===== src/rtl/shift_sequencer.sv =====
// Iterative shifter: one logarithmic stage (shift by 2^k) per cycle.
// SLL/SRL/SRA are supported, with valid/ready handshakes on request and result.
module shift_sequencer #(
    parameter int XLEN       = 32,
    parameter bit EARLY_EXIT = 1'b1
) (
    input  logic            i_clk,
    input  logic            i_rst_n,
    input  logic            i_flush,
    input  logic            i_valid,
    output logic            o_ready,
    input  logic            i_mode,
    input  logic            i_direction,
    input  logic [XLEN-1:0] i_a,
    input  logic [XLEN-1:0] i_b,
    output logic            o_valid,
    input  logic            i_ready,
    output logic [XLEN-1:0] o_result,
    output logic            o_busy
);
    // state | meaning
    // IDLE  | waiting for a request, o_ready high
    // SHIFT | applying stage k (shift by 2^k when shamt[k] is set)
    // DONE  | result held on o_result until consumer takes it
    localparam int SW = $clog2(XLEN);
    localparam logic [1:0] IDLE  = 2'd0;
    localparam logic [1:0] SHIFT = 2'd1;
    localparam logic [1:0] DONE  = 2'd2;
    localparam logic [SW-1:0] K_LAST = SW'(SW - 1);
    localparam logic [SW-1:0] ONE    = SW'(1);

    logic [1:0]      state_q, state_d;
    logic [XLEN-1:0] data_q,  data_d;
    logic [SW-1:0]   shamt_q, shamt_d;
    logic            mode_q,  mode_d;
    logic            dir_q,   dir_d;
    logic [SW-1:0]   k_q,     k_d;

    logic [SW-1:0]   stage_amt;
    logic [SW-1:0]   shamt_hi;
    logic [XLEN-1:0] shifted;
    logic            last_stage;
    logic            unused_b;

    assign unused_b = ^i_b[XLEN-1:SW];

    always_comb begin
        stage_amt = ONE << k_q;
        shamt_hi  = shamt_q >> k_q;
        shifted   = data_q;
        if (dir_q) begin
            if (mode_q) begin
                shifted = XLEN'($signed(data_q) >>> stage_amt);
            end else begin
                shifted = data_q >> stage_amt;
            end
        end else begin
            shifted = data_q << stage_amt;
        end
        // Early exit once no shift-amount bit above the current stage remains.
        last_stage = (k_q == K_LAST) || (EARLY_EXIT && (shamt_hi[SW-1:1] == '0));
    end

    always_comb begin
        state_d = state_q;
        data_d  = data_q;
        shamt_d = shamt_q;
        mode_d  = mode_q;
        dir_d   = dir_q;
        k_d     = k_q;
        if (i_flush) begin
            state_d = IDLE;
        end else begin
            case (state_q)
                IDLE: begin
                    if (i_valid) begin
                        data_d  = i_a;
                        shamt_d = i_b[SW-1:0];
                        mode_d  = i_mode;
                        dir_d   = i_direction;
                        k_d     = '0;
                        if (EARLY_EXIT && (i_b[SW-1:0] == '0)) begin
                            state_d = DONE;
                        end else begin
                            state_d = SHIFT;
                        end
                    end
                end
                SHIFT: begin
                    if (shamt_q[k_q]) begin
                        data_d = shifted;
                    end
                    if (last_stage) begin
                        state_d = DONE;
                    end else begin
                        k_d = k_q + ONE;
                    end
                end
                DONE: begin
                    if (i_ready) begin
                        state_d = IDLE;
                    end
                end
                default: state_d = IDLE;
            endcase
        end
    end

    always_ff @(posedge i_clk or negedge i_rst_n) begin
        if (!i_rst_n) begin
            state_q <= IDLE;
            data_q  <= '0;
            shamt_q <= '0;
            mode_q  <= 1'b0;
            dir_q   <= 1'b0;
            k_q     <= '0;
        end else begin
            state_q <= state_d;
            data_q  <= data_d;
            shamt_q <= shamt_d;
            mode_q  <= mode_d;
            dir_q   <= dir_d;
            k_q     <= k_d;
        end
    end

    assign o_ready  = (state_q == IDLE);
    assign o_valid  = (state_q == DONE);
    assign o_busy   = (state_q != IDLE);
    assign o_result = data_q;

endmodule


===== config.mk =====
export PLATFORM = sky130hd
export DESIGN_NAME = shift_sequencer
export DESIGN_NICKNAME = d
export VERILOG_FILES = /design/src/rtl/shift_sequencer.sv
export SDC_FILE = /design/constraint.sdc
export NUM_CORES = 1
export LEC_CHECK = 0
export CELL_PAD_IN_SITES_DETAIL_PLACEMENT = 1
export CELL_PAD_IN_SITES_GLOBAL_PLACEMENT = 1
export CORE_AREA = 2 2 122 124
export DETAILED_ROUTE_END_ITERATION = 10
export DIE_AREA = 0 0 124 126
export PLACE_DENSITY_LB_ADDON = 0.2
export SETUP_SLACK_MARGIN = 0.5
export SYNTH_ARGS = -nofsm -noshare
export SYNTH_HDL_FRONTEND = slang
export SYNTH_SLANG_ARGS = --single-unit

===== constraint.sdc =====
create_clock -name i_clk -period 2.95 [get_ports i_clk]
set_input_delay 0.295 -clock i_clk [delete_from_list [all_inputs] [get_ports i_clk]]
set_output_delay 0.295 -clock i_clk [all_outputs]
set_load 0.01 [all_outputs]

==> flow_summary.ini, run 1 <==
[pwr]
intPower_w = 0.00439
p_leak_nw = 2.68
peakVddDrop_mv = 0.475
p_comb_share_pct = 71.1
p_per_area_nw_per_um2 = 1290
p_clk_share_pct = 8.9
pwr-share-seq_pct = 20.0
p_sw_share_pct = 52.3
p_sw_w = 0.00481

[synth]
synth_edf_count = 0
ys.flop_type = dfrtp_1
syn-cell-area_sq_um = 5490
yosysUniqueCellTypes = 82
synth_common_cells = a21oi_1 (54), nand2_1 (51), clkbuf_1 (47)
synthArstFlopShare_pct = 100
synth_top_cell_by_area = dfrtp_1
synth_nets = 761
ys_seq_area_share_pct = 21.0
yosys-top-cells-area = dfrtp_1 (21%), mux2_2 (6.4%), mux2i_1 (6.0%), a21oi_1 (4.9%), mux4_2 (4.9%)
yosysMostFrequentCell = a21oi_1
netlist_instances = 688
synth.avg_cell_area_sq_um = 7.98
synth_top_cell_area_share_pct = 21.0
ys_ff_latch = 46
ys.warnings.count = 0

[drt]
antenna_left = 0
drt_pass1_iterations = 6
drt-initial-drc-count = 793
wl_mm = 28.8
drc = 0
avgViaCountPerCell = 7.18
m1WireLength_mm = 11.3
met3_length_mm = 3.17
drt-wirelength-per-cell_um = 30.2
dr_wl_met2_mm = 12.7
num_vias = 6848
top_layer = met4

[final_layout]
area_delta_synth_final_pct = 30.2
antenna_cells = 0
nets = 842
multi_input_area_sq_um = 3980
drive_above_1_share_pct = 22.7
final_util_pct = 49.9
fillers = 1695
regArea_sq_um = 1160

[worst_setup_path]
critical_path_arrival_ps = 2800
cpPeakStageDelay_ps = 760
critPathMaxFanout = 17
slowest_stage = a2111oi_2
worstSetupPathType = reg2reg
critPathCaptureType = flip-flop
worstPathRequired_ps = 3180
critical_path.top_delay_family = compound AO/OA/AOI/OAI gates
path_buf_inv = 1
crit_chain = buf_4 -> a2111oi_2 -> o221ai_1 -> a31oi_1 -> o211ai_1 -> a31oi_1
critPathMostFrequentCell = a31oi_1
crit_path_start_kind = flip-flop

[floorplan]
ios = 106
initial_utilization_pct = 38.3
core_area_sq_um = 14300
die_area_sq_um = 15600
die_y_um = 126
fp.dieW_um = 124
rows = 44

[place]
io_buffer_count = 78
gp_congestion = 1.01
hpwl_mm = 19.6

[cts]
cts_buffer_depth = 2
htree_levels = 2
insertion_delay_ps = 320
root_buffer = clkbuf_16
clock-sinks = 46
cts_tree = done
cts_buffers = 5
postCtsHoldBufs = 0
path_clk_slew_ps = 80

[sta]
finalHoldViolCount = 25
fin_skew_ps = 11.1
fin_tns_setup_ps = 0
final-max-slew-violation-count = 0
worst_slew_pin_slew_ps = 746
timing.hold.ws_ps = -14.2
relSlewSlack_pct = 50.1
fmax_ghz = 0.390
rsz0062_at_grt = true
setup_violations = 0
post-route-min-period_ps = 2560
period_share_pct = 86.8

[status]
status = finished with violations
failed_checks = negative hold slack

[grt]
grt_max_degree = 52
grt_antenna_before_repair = 0
grt.overflow.total = 0
grt_usage_pct = 36.0
grt_pass1_wl_mm = 41.9
grt_pass1_vias = 6722

[hold_path]
hp-class = in2async

[run]
drv_cap = 0
-- power groups by stage --
stage               Combinational (W)  Clock, W  Sequential, W
floorplan                     0.00396         0        0.00119
global placement              0.00552         0        0.00181
detailed placement            0.00559         0        0.00182
CTS                           0.00602  0.000819        0.00176
global route                  0.00682  0.000840        0.00184
finish                        0.00654  0.000821        0.00184
-- stage by stage --
step | instances | total power [W] | worst slack [ps] | cell area, sq um
2_1_floorplan | 688 | 0.00515 | 857 | 5490
3_3_place_gp | 917 | 0.00732 | 322 | 6570
3_5_place_dp | 917 | 0.00740 | 331 | 6570
4_1_cts | 941 | 0.00860 | 503 | 6960
5_1_grt | 954 | 0.00950 | 436 | 7150
6_report | 954 | 0.00920 | 389 | 7150
-- area by class of cell --
cell class	count	share of cell area, %
clock buffers	6	1.94
clock inverters	2	0.840
inverters	11	0.630
multi-input cells	541	55.7
flip-flops and latches	46	16.2
well taps	184	3.22
repair buffers	164	21.4
-- per-layer routing --
| layer | vias to the layer above | global-route usage, % |
|---|---|---|
| met1 | 3376 | 48.4 |
| met4 | 0 | 18.3 |
| met5 | - | 0 |
| li1 | 2837 | - |
| met3 | 127 | 8.88 |
| met2 | 508 | 53.2 |
-- worst reg2reg max path: stages (launching register included) --
cell	delay, ps
dfrtp_4	530
buf_4	240
a2111oi_2	760
o221ai_1	280
a31oi_1	290
o211ai_1	180
a31oi_1	210
-- cells in the final DEF (no fill, tap or decap), types with 5 or more instances in the layout --
cell type,count
a22oi_1,12
nor3b_1,5
nor3_1,18
nor2b_1,16
a211oi_1,15
clkbuf_16,6
o21ai_0,41
o22ai_1,7
o31ai_1,6
nand3_1,17
mux4_2,12
clkdlybuf4s50_1,77
a21oi_1,54
o22a_1,5
a31oi_1,28
nand2_1,51
o211ai_1,16
mux2i_1,31
a41oi_1,7
a32oi_1,7
dfrtp_1,42
a221oi_1,8
o221ai_1,5
buf_4,76
nand4_1,6
a211o_1,5
mux2_2,31
inv_1,9
and2_1,5
nor2_1,40
buf_12,5
-- final timing paths --
path                            slack [ps]  startpoint      endpoint  cells after the start
min in group i_clk                     520  shamt_q[0]    shamt_q[0]                      1
worst min register to register         520  shamt_q[0]    shamt_q[0]                      1
worst max register to register         390      k_q[1]  o_result[21]                      6
worst max-delay path                   390      k_q[1]  o_result[21]                      6
max in group asynchronous             2640     i_rst_n        k_q[1]                      2
worst min-delay path                   -10     i_rst_n  o_result[28]                      2
-- flip-flops by register name, summed over array words and instances (netlist names) --
| register | cells |
|---|---|
| k_q | 5 |
| mode_q | 1 |
| shamt_q | 5 |
| o_result | 32 |
| dir_q | 1 |
| state_q | 2 |
-- logic make-up after synthesis --
kind of cell | synth area share [%]
AOI/OAI and AO/OA | 34.0
and+or+nand+nor | 18.7
buffers and inverters | 8.57
muxes | 17.3
DFF | 21.0
adders and majority gates | 0.456
-- what timing repair did --
action / in CTS / in global routing
endpoints found under the setup margin: 34 / 24
gates cloned: 1 / 2
buffers inserted: 15 / 11
pin swaps: 3 / 4
resized for setup: 11 / 16
No activity file was read; power rests on OpenSTA's default activity.
==> inputs of run 2 (changes only) <==
--- a/config.mk
+++ b/config.mk
@@ -8,6 +8,7 @@
 export CELL_PAD_IN_SITES_DETAIL_PLACEMENT = 1
 export CELL_PAD_IN_SITES_GLOBAL_PLACEMENT = 1
 export CORE_AREA = 2 2 122 124
+export CTS_CLUSTER_DIAMETER = 30
 export DETAILED_ROUTE_END_ITERATION = 10
 export DIE_AREA = 0 0 124 126
 export PLACE_DENSITY_LB_ADDON = 0.2
==> results of run 2 <==
Same layout as run 1: the final DEF is identical, and so are final timing and power.
==> inputs of run 3 (changes only) <==
--- a/config.mk
+++ b/config.mk
@@ -7,11 +7,11 @@
 export LEC_CHECK = 0
 export CELL_PAD_IN_SITES_DETAIL_PLACEMENT = 1
 export CELL_PAD_IN_SITES_GLOBAL_PLACEMENT = 1
-export CORE_AREA = 2 2 122 124
+export CORE_AREA = 2 2 117 130
 export CTS_CLUSTER_DIAMETER = 30
 export DETAILED_ROUTE_END_ITERATION = 10
-export DIE_AREA = 0 0 124 126
-export PLACE_DENSITY_LB_ADDON = 0.2
+export DIE_AREA = 0 0 119 132
+export PLACE_DENSITY_LB_ADDON = 0.1
 export SETUP_SLACK_MARGIN = 0.5
 export SYNTH_ARGS = -nofsm -noshare
 export SYNTH_HDL_FRONTEND = slang
==> flow_summary.ini, run 3 (synthesis results as in run 1) <==
[status]
status = complete, no violations

[place]
gp_congestion = 0.980
io_buffer_count = 78
hpwl_mm = 19.7
pre_cts_ws_ps = 425

[floorplan]
fp.dieW_um = 119
die_y_um = 132
ios = 106
core_area_sq_um = 14300
die_area_sq_um = 15700
rows = 46
initial_utilization_pct = 38.3

[drt]
drt-initial-drc-count = 863
drt_pass1_iterations = 6
wl_mm = 28.1
drt-wirelength-per-cell_um = 29.7
num_vias = 6749
avgViaCountPerCell = 7.13
drc = 0
antenna_left = 0

[grt]
grt_antenna_before_repair = 0
grt_usage_pct = 34.9
grt.overflow.total = 0
grt_pass1_vias = 6682
grt_max_degree = 43
grt_pass1_wl_mm = 42.1

[sta]
fin_tns_setup_ps = 0
period_share_pct = 81.9
setup_violations = 0
worst_slew_pin_slew_ps = 694
fin_skew_ps = 7.43
final-max-slew-violation-count = 0
fmax_ghz = 0.414
post-route-min-period_ps = 2420
rsz0062_at_grt = true
finalHoldViolCount = 0
relSlewSlack_pct = 53.7
worst_slack_ps = 534

[worst_setup_path]
worstPathRequired_ps = 3130
critPathCaptureType = flip-flop
crit_path_start_kind = flip-flop
critical_path_arrival_ps = 2600
worstSetupPathType = reg2reg
critPathMaxFanout = 34
r2r_start = k_q[0]
crit_path_start = k_q[0]

[final_layout]
final_common_cell = clkdlybuf4s50_1
antenna_cells = 0
largest_reg_flops = 32
drive_above_1_share_pct = 20.4
area_delta_synth_final_pct = 26.1
nets = 827
layout_common_cells = clkdlybuf4s50_1 (77), buf_4 (62), a21oi_1 (52)

[pwr]
p_leak_nw = 2.56
p_per_area_nw_per_um2 = 1240
peakVddDrop_mv = 0.568

[cts]
cts_tree = done
cts_buffer_depth = 2
cts_buffers = 5
root_buffer = clkbuf_16
insertion_delay_ps = 320
clock-sinks = 46
path_clk_slew_ps = 80
htree_levels = 2

[hold_path]
hp-class = in2async

[run]
drv_cap = 0
run 3: cell count changes in the layout (fill, tap and decap cells not counted), moves of 2 or more:
cell       previous run  this run
a21oi_2               0         2
a21oi_1              54        52
bufinv_16             2         0
buf_4                76        62
nor2_2                1         3
run 3: metrics by stage:
step                cells  area (sq um)  hold WS [ps]  utilization [%]  total power, W
floorplan             688          5490        -0.591                -         0.00515
global route          947          6920           422             48.3         0.00898
finish                947          6920           401             48.3         0.00858
CTS                   937          6780           407             47.3         0.00814
global placement      927          6620           194             46.2         0.00734
detailed placement    927          6620           197             46.2         0.00747
run 3: what timing repair did:
item,4_1_cts,5_1_grt
endpoints found under the hold margin,9,0
gates cloned,0,1
buffers inserted,1,9
hold buffers,1,0
endpoints found under the setup margin,7,27
pin swaps,1,3
gates resized for setup,0,14
run 3: final timing paths:
check                               end  depth (start not counted)  slack, ps
max                        o_result[26]                          7        530
min                         o_result[7]                          2        400
max reg2reg                o_result[26]                          7        530
min reg2reg                  shamt_q[0]                          1        510
max in group asynchronous        k_q[1]                          3       1900
min in group i_clk           shamt_q[0]                          1        510
run 3: per-layer routing:
metal | wire length, um | vias up | global-route usage, %
li1 | - | 2798 | -
met1 | 11200 | 3352 | 45.5
met2 | 12700 | 475 | 55.4
met3 | 2900 | 124 | 7.74
met4 | 1360 | 0 | 14.9
met5 | 0 | - | 0
run 3: where the power goes:
part           internal [W]  total, W  switching [W]
logic               0.00273   0.00614        0.00341
clock network      0.000321  0.000637       0.000316
registers          0.000891   0.00181       0.000919
run 3: area by class of cell:
| cell class | count | area (sq um) |
|---|---|---|
| clock buffer | 5 | 125 |
| clock inverter | 3 | 25.0 |
| fill | 1716 | 7410 |
| inverter | 11 | 41.3 |
| multi-input combinational | 541 | 3950 |
| sequential | 46 | 1160 |
| tap | 192 | 240 |
| timing repair buffer | 149 | 1380 |
run 3: worst max-delay path, cell delays in order (launching register included):
cell	delay, ps
dfrtp_4	560
buf_12	260
buf_4	250
mux2_2	350
mux2i_1	250
a21oi_1	200
a22oi_1	250
a41oi_1	140
